[src/rtl/fetch_pkg.sv]
// Types and default widths shared by the fetch stage and the memory it drives.
package fetch_pkg;

    localparam int WORD_SIZE_DEF = 16;
    localparam int ADDR_SIZE_DEF = 16;

    typedef enum logic [1:0] {
        IDLE = 2'd0,
        REQ  = 2'd1,
        WAIT = 2'd2,
        HOLD = 2'd3
    } fetch_state_t;

endpackage

[src/rtl/instr_fetch.sv]
// Instruction fetch: PC, memory read request FSM and the output word register
// presented to the decoder over a valid/ready handshake.
module instr_fetch
    import fetch_pkg::*;
#(
    parameter int                 WORD_SIZE = WORD_SIZE_DEF,
    parameter int                 ADDR_SIZE = ADDR_SIZE_DEF,
    parameter logic [ADDR_SIZE-1:0] RESET_PC = '0
) (
    input  logic                 clk,
    input  logic                 rst,
    input  logic                 en,
    input  logic                 jmp_valid,
    input  logic [ADDR_SIZE-1:0] jmp_addr,
    output logic [ADDR_SIZE-1:0] mem_addr,
    output logic                 mem_oe,
    input  logic [WORD_SIZE-1:0] mem_data,
    output logic [WORD_SIZE-1:0] instr,
    output logic [ADDR_SIZE-1:0] instr_pc,
    output logic                 instr_valid,
    input  logic                 instr_ready,
    output logic [ADDR_SIZE-1:0] pc
);

    fetch_state_t         state_q, state_d;
    logic [ADDR_SIZE-1:0] pc_q, pc_d;
    logic [ADDR_SIZE-1:0] mem_addr_q, mem_addr_d;
    logic                 mem_oe_q, mem_oe_d;
    logic [WORD_SIZE-1:0] instr_q, instr_d;
    logic [ADDR_SIZE-1:0] instr_pc_q, instr_pc_d;
    logic                 instr_valid_q, instr_valid_d;
    logic                 handshake;

    assign handshake = instr_valid_q & instr_ready;

    always_comb begin
        state_d       = state_q;
        pc_d          = pc_q;
        instr_d       = instr_q;
        instr_pc_d    = instr_pc_q;
        instr_valid_d = instr_valid_q;

        unique case (state_q)
            IDLE: begin
                if (en) begin
                    state_d = REQ;
                end
            end
            REQ: begin
                state_d = WAIT;
            end
            WAIT: begin
                instr_d       = mem_data;
                instr_pc_d    = pc_q;
                pc_d          = pc_q + 1'b1;
                instr_valid_d = 1'b1;
                state_d       = HOLD;
            end
            HOLD: begin
                if (handshake) begin
                    instr_valid_d = 1'b0;
                    state_d       = en ? REQ : IDLE;
                end
            end
            default: begin
                state_d = IDLE;
            end
        endcase

        // A redirect cancels any in-flight read; the captured word is dropped.
        if (jmp_valid) begin
            pc_d          = jmp_addr;
            instr_d       = instr_q;
            instr_pc_d    = instr_pc_q;
            instr_valid_d = 1'b0;
            state_d       = en ? REQ : IDLE;
        end
    end

    // Memory port is registered so it lines up with the REQ state.
    always_comb begin
        mem_oe_d   = (state_d == REQ);
        mem_addr_d = mem_addr_q;
        if (state_d == REQ) begin
            mem_addr_d = pc_d;
        end
    end

    always_ff @(posedge clk) begin
        if (rst) begin
            state_q       <= IDLE;
            pc_q          <= RESET_PC;
            mem_addr_q    <= '0;
            mem_oe_q      <= 1'b0;
            instr_q       <= '0;
            instr_pc_q    <= '0;
            instr_valid_q <= 1'b0;
        end else begin
            state_q       <= state_d;
            pc_q          <= pc_d;
            mem_addr_q    <= mem_addr_d;
            mem_oe_q      <= mem_oe_d;
            instr_q       <= instr_d;
            instr_pc_q    <= instr_pc_d;
            instr_valid_q <= instr_valid_d;
        end
    end

    assign mem_addr    = mem_addr_q;
    assign mem_oe      = mem_oe_q;
    assign instr       = instr_q;
    assign instr_pc    = instr_pc_q;
    assign instr_valid = instr_valid_q;
    assign pc          = pc_q;

endmodule
[config.mk]
export PLATFORM = sky130hd
export DESIGN_NAME = instr_fetch
export DESIGN_NICKNAME = d
export VERILOG_FILES = /design/src/rtl/fetch_pkg.sv /design/src/rtl/instr_fetch.sv
export SDC_FILE = /design/constraint.sdc
export NUM_CORES = 1
export LEC_CHECK = 0
export ABC_AREA = 1
export BUFFER_PORTS_ARGS = -buffer_cell sky130_fd_sc_hd__buf_4
export CAP_MARGIN = 40
export CORE_UTILIZATION = 50
export DETAILED_ROUTE_END_ITERATION = 12
export PLACE_DENSITY = 0.86
export SLEW_MARGIN = 20
export SYNTH_ARGS = -nofsm -noshare
export SYNTH_HDL_FRONTEND = slang
export SYNTH_SLANG_ARGS = --single-unit
export TNS_END_PERCENT = 30
[constraint.sdc]
create_clock -name clk -period 2.45 [get_ports clk]
set_input_delay 0.245 -clock clk [delete_from_list [all_inputs] [get_ports clk]]
set_output_delay 0.245 -clock clk [all_outputs]
set_load 0.01 [all_outputs]
After elaboration in Yosys (flattened, before gate mapping)
Index checks and enable logic that the tools add are counted.
- logic and storage cells: 29
- register bits after elaboration: 68
- muxes and demuxes: 9
- bitwise logic cells: 2
- reductions and logical operators: 5
- $add $sub $neg: 1
- equal/unequal tests: 5
- operators with widths (operator ; number):
    16-bit two-way mux ; 2
    16-bit by 1-bit adder with 16-bit output, second input constant ; 1
    2-bit case mux with 4 select lines ; 1
    2-bit two-way mux ; 3
    2-bit by 1-bit equality test with 1-bit output, second input constant ; 2
    2-bit equality test, second input constant ; 2
    2-bit AND reduction ; 2
    2-bit zero test ; 1
    1-bit two-way mux ; 2
    2-bit inequality test, second input constant ; 1
    1-bit case mux with 2 select lines ; 1
    2-bit nonzero test ; 1
    2-bit OR reduction ; 1
    1-bit bitwise AND ; 1
    1-bit inverter ; 1

Logic depth before layout (Yosys ltp)
Gate-level depths: netlist of the first run.
- depth after elaboration: 5
- mapped depth: 12
- gate-level depth less buffers: 11

Worst setup path after synthesis of the first run
No wires, ideal clock.
- path type: reg2reg
- start point: reg pc_q[1] (netlist: pc[1])
- end point: reg mem_addr_q[6] (netlist: mem_addr[6])
- path buffers: 0
- stages on the path, launching flop included: 11
- slack: 908 ps
- data required time: 2341 ps
- arrival time: 1433 ps
- clock period less this slack: 1542 ps
- cells stage by stage: dfxtp_1 -> ha_1 -> nand3_1 -> nor2_1 -> nand2_2 -> a21oi_1 -> o21ai_0 -> o21ai_0 -> nand2_1 -> nand2_1 -> inv_1
- longest elaborated chain between the ends: 3
- RTL lines (item ; line ; RTL):
    start, declared ; instr_fetch.sv:26 ; logic [ADDR_SIZE-1:0] pc_q, pc_d;
    start signal, assigned ; instr_fetch.sv:100 ; pc_q <= pc_d;
    16-bit by 1-bit adder with 16-bit output ; instr_fetch.sv:55 ; pc_d = pc_q + 1'b1;
    16-bit two-way mux ; instr_fetch.sv:43 ; unique case (state_q)
    16-bit two-way mux ; instr_fetch.sv:71 ; if (jmp_valid) begin
    end signal, assigned ; instr_fetch.sv:101 ; mem_addr_q <= mem_addr_d;
    end, declared ; instr_fetch.sv:27 ; logic [ADDR_SIZE-1:0] mem_addr_q, mem_addr_d;
Every way passes these cells.
A chain may end at the register's enable or synchronous reset.

Worst setup path in the final report of the first run
- start point: reg state_q[1]
- end point: reg mem_addr_q[12] (netlist: mem_addr[12])
- longest elaborated chain between the ends: 4
- elaborated cells between the ends (all ways): 11
- those cells by class: eq/ne: 4; mux: 6; reduce/logical: 1
- RTL lines (item ; line ; RTL):
    start, declared ; instr_fetch.sv:25 ; fetch_state_t state_q, state_d;
    start signal, assigned ; instr_fetch.sv:99 ; state_q <= state_d;
    2-bit equality test (tied with other cells) ; instr_fetch.sv:43 ;
    2-bit case mux with 4 select lines ; instr_fetch.sv:43 ;
    2-bit two-way mux ; instr_fetch.sv:71 ;
    2-bit by 1-bit equality test with 1-bit output ; instr_fetch.sv:84 ; if (state_d == REQ) begin
Parallel ways exist; a longest one is shown, timed or not.

==> results.yml, run 1 <==
worst_setup_path:
  critical_path.max_fanout: 28
  cp-start-kind: "flop"
  crit_path_frequent_cell: "nand3_1"
  reg2reg_slack_ns: 0.57
  slowest_delay_ns: 0.50
  crit_slowest_cell: "nor2_4"
  critPathBufInv: 2
  arrival_ns: 2.12
  crit_chain: "inv_2, nor2_4, nand2_2, nor2_2, nand3_1, nand3_2, nand3_1, nand2_1, inv_1"
  critical-path-top-delay-family: "simple AND/OR/NAND/NOR gates"
  cp.required_ns: 2.70
  worstSetupPathType: "reg2reg"
  crit_path_end_kind: "flop"
logic_synthesis:
  syn_area_per_cell_um2: 7.251
  ys_ff_latch: 68
  synth_mux_area_frac: 0
  synth_simple_gate_area_frac: 0.3089
  synth_top_family_by_area: "simple AND/OR/NAND/NOR gates"
  synth-compound-area-share: 0.1309
  synth.distinct_cells: 30
  ys_seq_area_frac: 0.4579
  synthCells: 410
  syn_area_um2: 2973
  syn-num-nets: 448
  synth-xor-area-share: 0.002946
  yosysWarnings: 0
  synthAdderAreaFrac: 0.004209
routing:
  drtIter0Drc: 304
  wirelength_um: 7826
  route.detailed.drc: 0
  dr_total_vias: 2986
  dr.pass1.iters: 4
  ant_nets: 0
  via_per_inst: 5.148
  wl_per_cell_um: 13.49
timing:
  period_share: 0.7665
  slew_viol_final: 0
  hold-worst-slack_ns: 0.1771
  worst_pin_slew_ns: 0.6415
  fmax_ghz: 0.5325
  max_slew_margin: 0.5713
  finalCriticalPeriod_ns: 1.878
  finClkSkew_ns: 0.007889
  final-hold-violation-count: 0
  rsz0062_at_grt: "no"
  setup_tns_ns: 0
  setup_viol: 0
place:
  gp_congestion: 0.8550
  dpl_cell_area_um2: 3717
  hpwl_um: 5462
  portBuffers: 102
power_and_ir_drop:
  power_density_nw_per_um2: 646.3
  peakVddDrop_v: 0.0004150
  power.total_mw: 2.543
  power_leakage_nw: 1.765
cells_and_area:
  final_cell_area_um2: 3934
  drive_gt1_frac: 0.2776
  antennaDiodeCount: 0
  synthToLayoutAreaGrowth_pct: 32.32
  final_nets: 541
cts:
  clk_path_buf_depth: 2
  cts_resized: 0
  clkSinkCount: 68
  cts_inserted_buffers: 9
  cts_hold_buf: 0
  cts-root-buf: "clkbuf_8"
  postCtsSetupRepairBufs: 0
  clkSlewWorstSetupHoldPaths_ns: 0.07
  insertion_delay_ns: 0.34
  h-tree-depth: 3
  cts_tree: "built"
floorplanning:
  dieArea_um2: 6258
  initial_core_util: 0.5301
  chipWidth_um: 79.11
  num_rows: 27
  io_pins: 103
  fp.dieH_um: 79.11
  core-area_um2: 5608
global_route:
  antenna_found_initial: 0
  overflow: 0
  grt_max_degree: 52
  grt.total_usage: 0.2595
  grt_first_pass_wirelength_um: 12520
  grt_pass1_vias: 2680
worst_hold_path:
  worstHoldPathType: "in2reg"
outcome:
  status: "completed"
flow_run:
  cap_viol_max_count: 0
==> metrics by stage <==
| step | worst slack [ns] | cells | utilization |
|---|---|---|---|
| 2_1_floorplan | 0.9080 | 410 | - |
| 3_3_place_gp | 0.6720 | 564 | 0.6629 |
| 3_5_place_dp | 0.6139 | 564 | 0.6629 |
| 4_1_cts | 0.6113 | 580 | 0.7015 |
| 5_1_grt | 0.3710 | 580 | 0.7015 |
| 6_report | 0.5721 | 580 | 0.7015 |
==> final timing paths <==
path / start / to / cells past startpoint
max: state_q[1]$_SDFF_PP0_ / mem_addr[12]$_SDFFE_PP0N_ / 9
min: mem_data[15] / instr[15]$_SDFFE_PP0P_ / 3
max reg2reg: state_q[1]$_SDFF_PP0_ / mem_addr[12]$_SDFFE_PP0N_ / 9
min reg2reg: instr[0]$_SDFFE_PP0P_ / instr[0]$_SDFFE_PP0P_ / 2
==> area by class of cell <==
| type | instances | area (um^2) |
|---|---|---|
| Multi-Input combinational cell | 281 | 1329 |
| Fill cell | 449 | 1674 |
| Inverter | 37 | 141.4 |
| Timing Repair Buffer | 106 | 795.8 |
| Clock buffer | 11 | 141.4 |
| Sequential cell | 68 | 1361 |
| Clock inverter | 5 | 75.07 |
| Tap cell | 72 | 90.09 |
==> logic make-up after synthesis <==
logic type	after synthesis
xor gates and xnor gates	1
DFF	68
adders and majority gates	1
buffers and inverters	61
and+or+nand+nor	207
AOI/OAI and AO/OA	72
==> sequential cells by signal (all words and copies together), names as in the netlist <==
signal	cells
instr	16
state_q	2
mem_oe	1
instr_pc	16
instr_valid	1
mem_addr	16
pc	16
==> placed cells by master, fill, tap and decap left out, drive strengths merged, types with 2 or more instances in the layout <==
cell type,instances
buf,106
nand2,88
dfxtp,68
nand3,62
a21oi,50
nor2,49
inv,37
o21ai,17
clkbuf,11
nand4,3
o21bai,3
clkinv,3
bufinv,2
nor3,2
==> worst register-to-register path: cells and delay by family, from the launching register on <==
family	cells	cell delay (ns)
AND/OR/NAND/NOR	7	1.24
flip-flops	1	0.42
buffers and inverters	2	0.12
==> routing by layer <==
layer / global-route usage / vias to the layer above / wire, um
li1: - / 1517 / -
met1: 0.3439 / 1332 / 3485
met2: 0.3991 / 125 / 3610
met3: 0.06552 / 12 / 609
met4: 0.1109 / 0 / 121
met5: 0 / - / 0
==> power by group <==
group | total [mW] | internal, mW | leakage, nW | switching [mW]
Combinational | 0.324 | 0.147 | 1.10 | 0.176
Sequential | 1.21 | 1.16 | 0.556 | 0.0511
Clock | 1.01 | 0.596 | 0.113 | 0.416
==> synth_stat cells <==
master     n  area (um^2)
nand2_1   85        319.1
dfxtp_1   68         1361
nand3_1   61        305.3
a21oi_1   50        250.2
nor2_1    42        157.7
inv_1     32        120.1
clkbuf_1  13        48.80
o21ai_0   11        55.05
buf_4      5        37.54
nor2_2     5        31.28
o21ai_1    5        25.02
buf_6      4        45.04
inv_2      4        15.01
nand2_2    3        18.77
nand4_1    3        18.77
o21bai_1   3        22.52
buf_2      2        10.01
nor2_4     2        22.52
a31oi_1    1        6.260
and2_1     1        6.260
ha_1       1        12.51
inv_4      1        6.260
nand3_2    1        10.01
nand3b_1   1        7.510
nor3_1     1        5.000
nor3_2     1        10.01
o21ai_2    1        8.760
o31ai_4    1        21.27
or2_2      1        6.260
xor2_1     1        8.760
Power figures use the tool's default switching activity.
==> run 2, diff against run 1 <==
Settings changed: ABC_AREA 1 to 0, CORE_UTILIZATION 50 to 49, PLACE_DENSITY 0.86 to 0.85.
Clock period 2.45 ns to 1.8 ns, I/O delays scaled along.
==> run 2 against run 1 <==
  * Global-route usage down 0.62 points
  * Setup slack got worse by 0.55 ns
  * Design area is 2.5% higher
  * Hold slack got worse by 0.084 ns
  * Critical path depth is 3 lower
  * Synthesized cell count is 20% lower
  * Sequential share of layout area fell by 0.71 points
  * Clock skew rose by 0.0024 ns
  * Via count is 8.8% lower
  * Die area down 4.3%
  * First-iteration DRC count shrank 57%
  * Sequential power up 33%
  * Critical endpoint is now mem_addr[13]$_SDFFE_PP0N_
==> results.yml, run 2 <==
outcome:
  status: "completed"
timing:
  max_slew_margin: 0.6546
  worst_pin_slew_ns: 0.5181
  finalCriticalPeriod_ns: 1.774
  fmax_ghz: 0.5637
  hold-worst-slack_ns: 0.09346
  setup_viol: 0
  rsz0062_at_grt: "yes"
  final-hold-violation-count: 0
  finClkSkew_ns: 0.01030
  slew_viol_final: 0
  fin_ws_ns: 0.02611
  period_share: 0.9855
cells_and_area:
  fillers: 427
  final_nets: 480
  synthToLayoutAreaGrowth_pct: 44.68
  final_common_cell: "buf_4"
  final_cell_area_um2: 4031
  stdcell_count: 518
  layout_common_cells: "buf_4, nand2_1, dfxtp_1"
  fin_util: 0.7321
  antennaDiodeCount: 0
  drive_gt1_frac: 0.3677
logic_synthesis:
  yosysTopAreaCellShare: 0.4885
  async_reset_ff_frac: 0
  yosysMostFrequentCell: "nand2_1"
  syn-num-nets: 364
  yosysWarnings: 0
  ys_top_cells_by_count: "nand2_1, dfxtp_1, a21oi_1"
  syn_area_per_cell_um2: 8.547
  ys_seq_area_frac: 0.4885
  synth_area_leaders: "dfxtp_1, nand2_1, a21oi_1"
  synth_top_flop_cell: "dfxtp_1"
  ys_ff_latch: 68
  synth_edf_count: 0
  yosysTopAreaCell: "dfxtp_1"
  syn_area_um2: 2786
  synthCells: 326
  synth.distinct_cells: 39
floorplanning:
  io_pins: 103
  core-area_um2: 5507
  dieArea_um2: 5992
  fp.dieH_um: 77.41
  initial_core_util: 0.5060
  chipWidth_um: 77.41
  num_rows: 27
place:
  portBuffers: 102
  gp_congestion: 0.8577
  hpwl_um: 5094
  dpl_worst_slack_ns: -0.008323
  dpl_cell_area_um2: 3755
  dp_cells: 503
worst_setup_path:
  crit_path_end_kind: "flop"
  worstSetupPathType: "reg2reg"
  critical_path.max_fanout: 4
  cp.required_ns: 2.04
  critPathBufInv: 1
  crit_slowest_cell: "dfxtp_1"
  crit_chain: "nand3_1, nor4_4, buf_4, a311oi_1, a41o_1, o41ai_2"
  slowest_delay_ns: 0.40
  arrival_ns: 2.02
  cp-start-kind: "flop"
  critical-path-top-delay-family: "compound AO/OA/AOI/OAI gates"
global_route:
  grt_use_met1: 0.3056
  grt_max_degree: 55
  grt_busiest_layer: "met2"
  globalRouteMet2Util: 0.4319
  grt.met3_usage: 0.05059
  overflow: 0
  grt_pass1_vias: 2574
  grt_first_pass_wirelength_um: 11920
  grt.total_usage: 0.2533
  antenna_found_initial: 0
cts:
  h-tree-depth: 3
  clk_path_buf_depth: 2
  cts_tree: "built"
  cts-root-buf: "clkbuf_8"
  cts_inserted_buffers: 9
  insertion_delay_ns: 0.34
  cts_hold_buf: 0
  clkSlewWorstSetupHoldPaths_ns: 0.07
  clkSinkCount: 68
power_and_ir_drop:
  p_int_mw: 2.534
  power_frac_seq: 0.486
  power_density_nw_per_um2: 821.8
  power_leakage_nw: 1.750
  peakVddDrop_v: 0.0005585
  power.share.clock: 0.384
  swShare: 0.2352
  combPwrFrac: 0.130
  p_switching_uw: 779.3
routing:
  ant_nets: 0
  route.detailed.drc: 0
  wirelength_um: 7369
  dr_total_vias: 2723
  wl_per_cell_um: 14.23
  dr.pass1.iters: 4
  drtIter0Drc: 132
  via_per_inst: 5.257
flow_run:
  cap_viol_max_count: 0
worst_hold_path:
  worstHoldPathType: "in2reg"
## run 2: cell types whose count changed in the layout (fill, tap and decap cells not counted), moves of 7 or more
cell / change
a21oi_1: -16
buf_4: +21
nor2_1: -29
inv_1: -30
nand3_1: -57
xnor2_1: +7
nand2_1: -14
nand3b_1: +13
mux2i_1: +7
nor3_1: +11
nor2b_1: +15
## run 2: cells by family after synthesis
group | after synthesis | synth area share
adders and majority gates | 1 | 0.004490
and+or+nand+nor | 150 | 0.2703
DFF | 68 | 0.4886
buffers and inverters | 26 | 0.03772
AOI/OAI and AO/OA | 61 | 0.1302
xor gates and xnor gates | 10 | 0.03143
muxes | 10 | 0.03727
## run 2: path summary, 6_finish.rpt
kind	endpoint	start	depth (start not counted)	slack (ns)
setup reg to reg	mem_addr[13]$_SDFFE_PP0N_	pc[2]$_SDFF_PP0_	6	0.03
setup / recovery	mem_addr[13]$_SDFFE_PP0N_	pc[2]$_SDFF_PP0_	6	0.03
hold / removal	instr[4]$_SDFFE_PP0P_	mem_data[4]	3	0.09
hold reg to reg	instr[4]$_SDFFE_PP0P_	instr[4]$_SDFFE_PP0P_	2	0.45
## run 2: worst min-delay path: cells and delay by family
family / cells / cell delay, ns
compound gates: 1 / 0.05
buf+inv: 1 / 0.11
simple gates: 1 / 0.04
## run 2: area by class of cell
cell class	instances	area, um^2	area share
clock buffers	14	172.7	0.04283
well taps	72	90.09	0.02235
inverters	2	7.507	0.001862
repair buffers	129	975.9	0.2421
flip-flops and latches	68	1366	0.3389
multi-input cells	232	1389	0.3445
clock inverters	1	30.03	0.007449
## run 2: power groups by stage
stage	Combinational [mW]	Clock, mW	Sequential (mW)
floorplan	0.162	0	1.67
global placement	0.410	0	1.64
detailed placement	0.416	0	1.64
CTS	0.422	1.30	1.61
global route	0.465	1.36	1.62
finish	0.430	1.27	1.61
## run 2: through the flow
step	total power [mW]	TNS, ns
4_1_cts	3.327	0
2_1_floorplan	1.830	0
5_1_grt	3.444	-0.05489
6_report	3.313	0
3_5_place_dp	2.056	-0.008323
3_3_place_gp	2.047	0
## run 2: what timing repair did
item / in CTS / in global routing
setup endpoints to repair: 1 / 15
buffers inserted: 0 / 0
gates resized for setup: 1 / 15
pin swaps: 0 / 8
hold endpoints to repair: 0 / 0
## run 2: layer usage
metal	wire length, um	part of all wire
met1	3238	0.44
met2	3593	0.49
met3	413	0.056
met4	124	0.017
met5	0	0
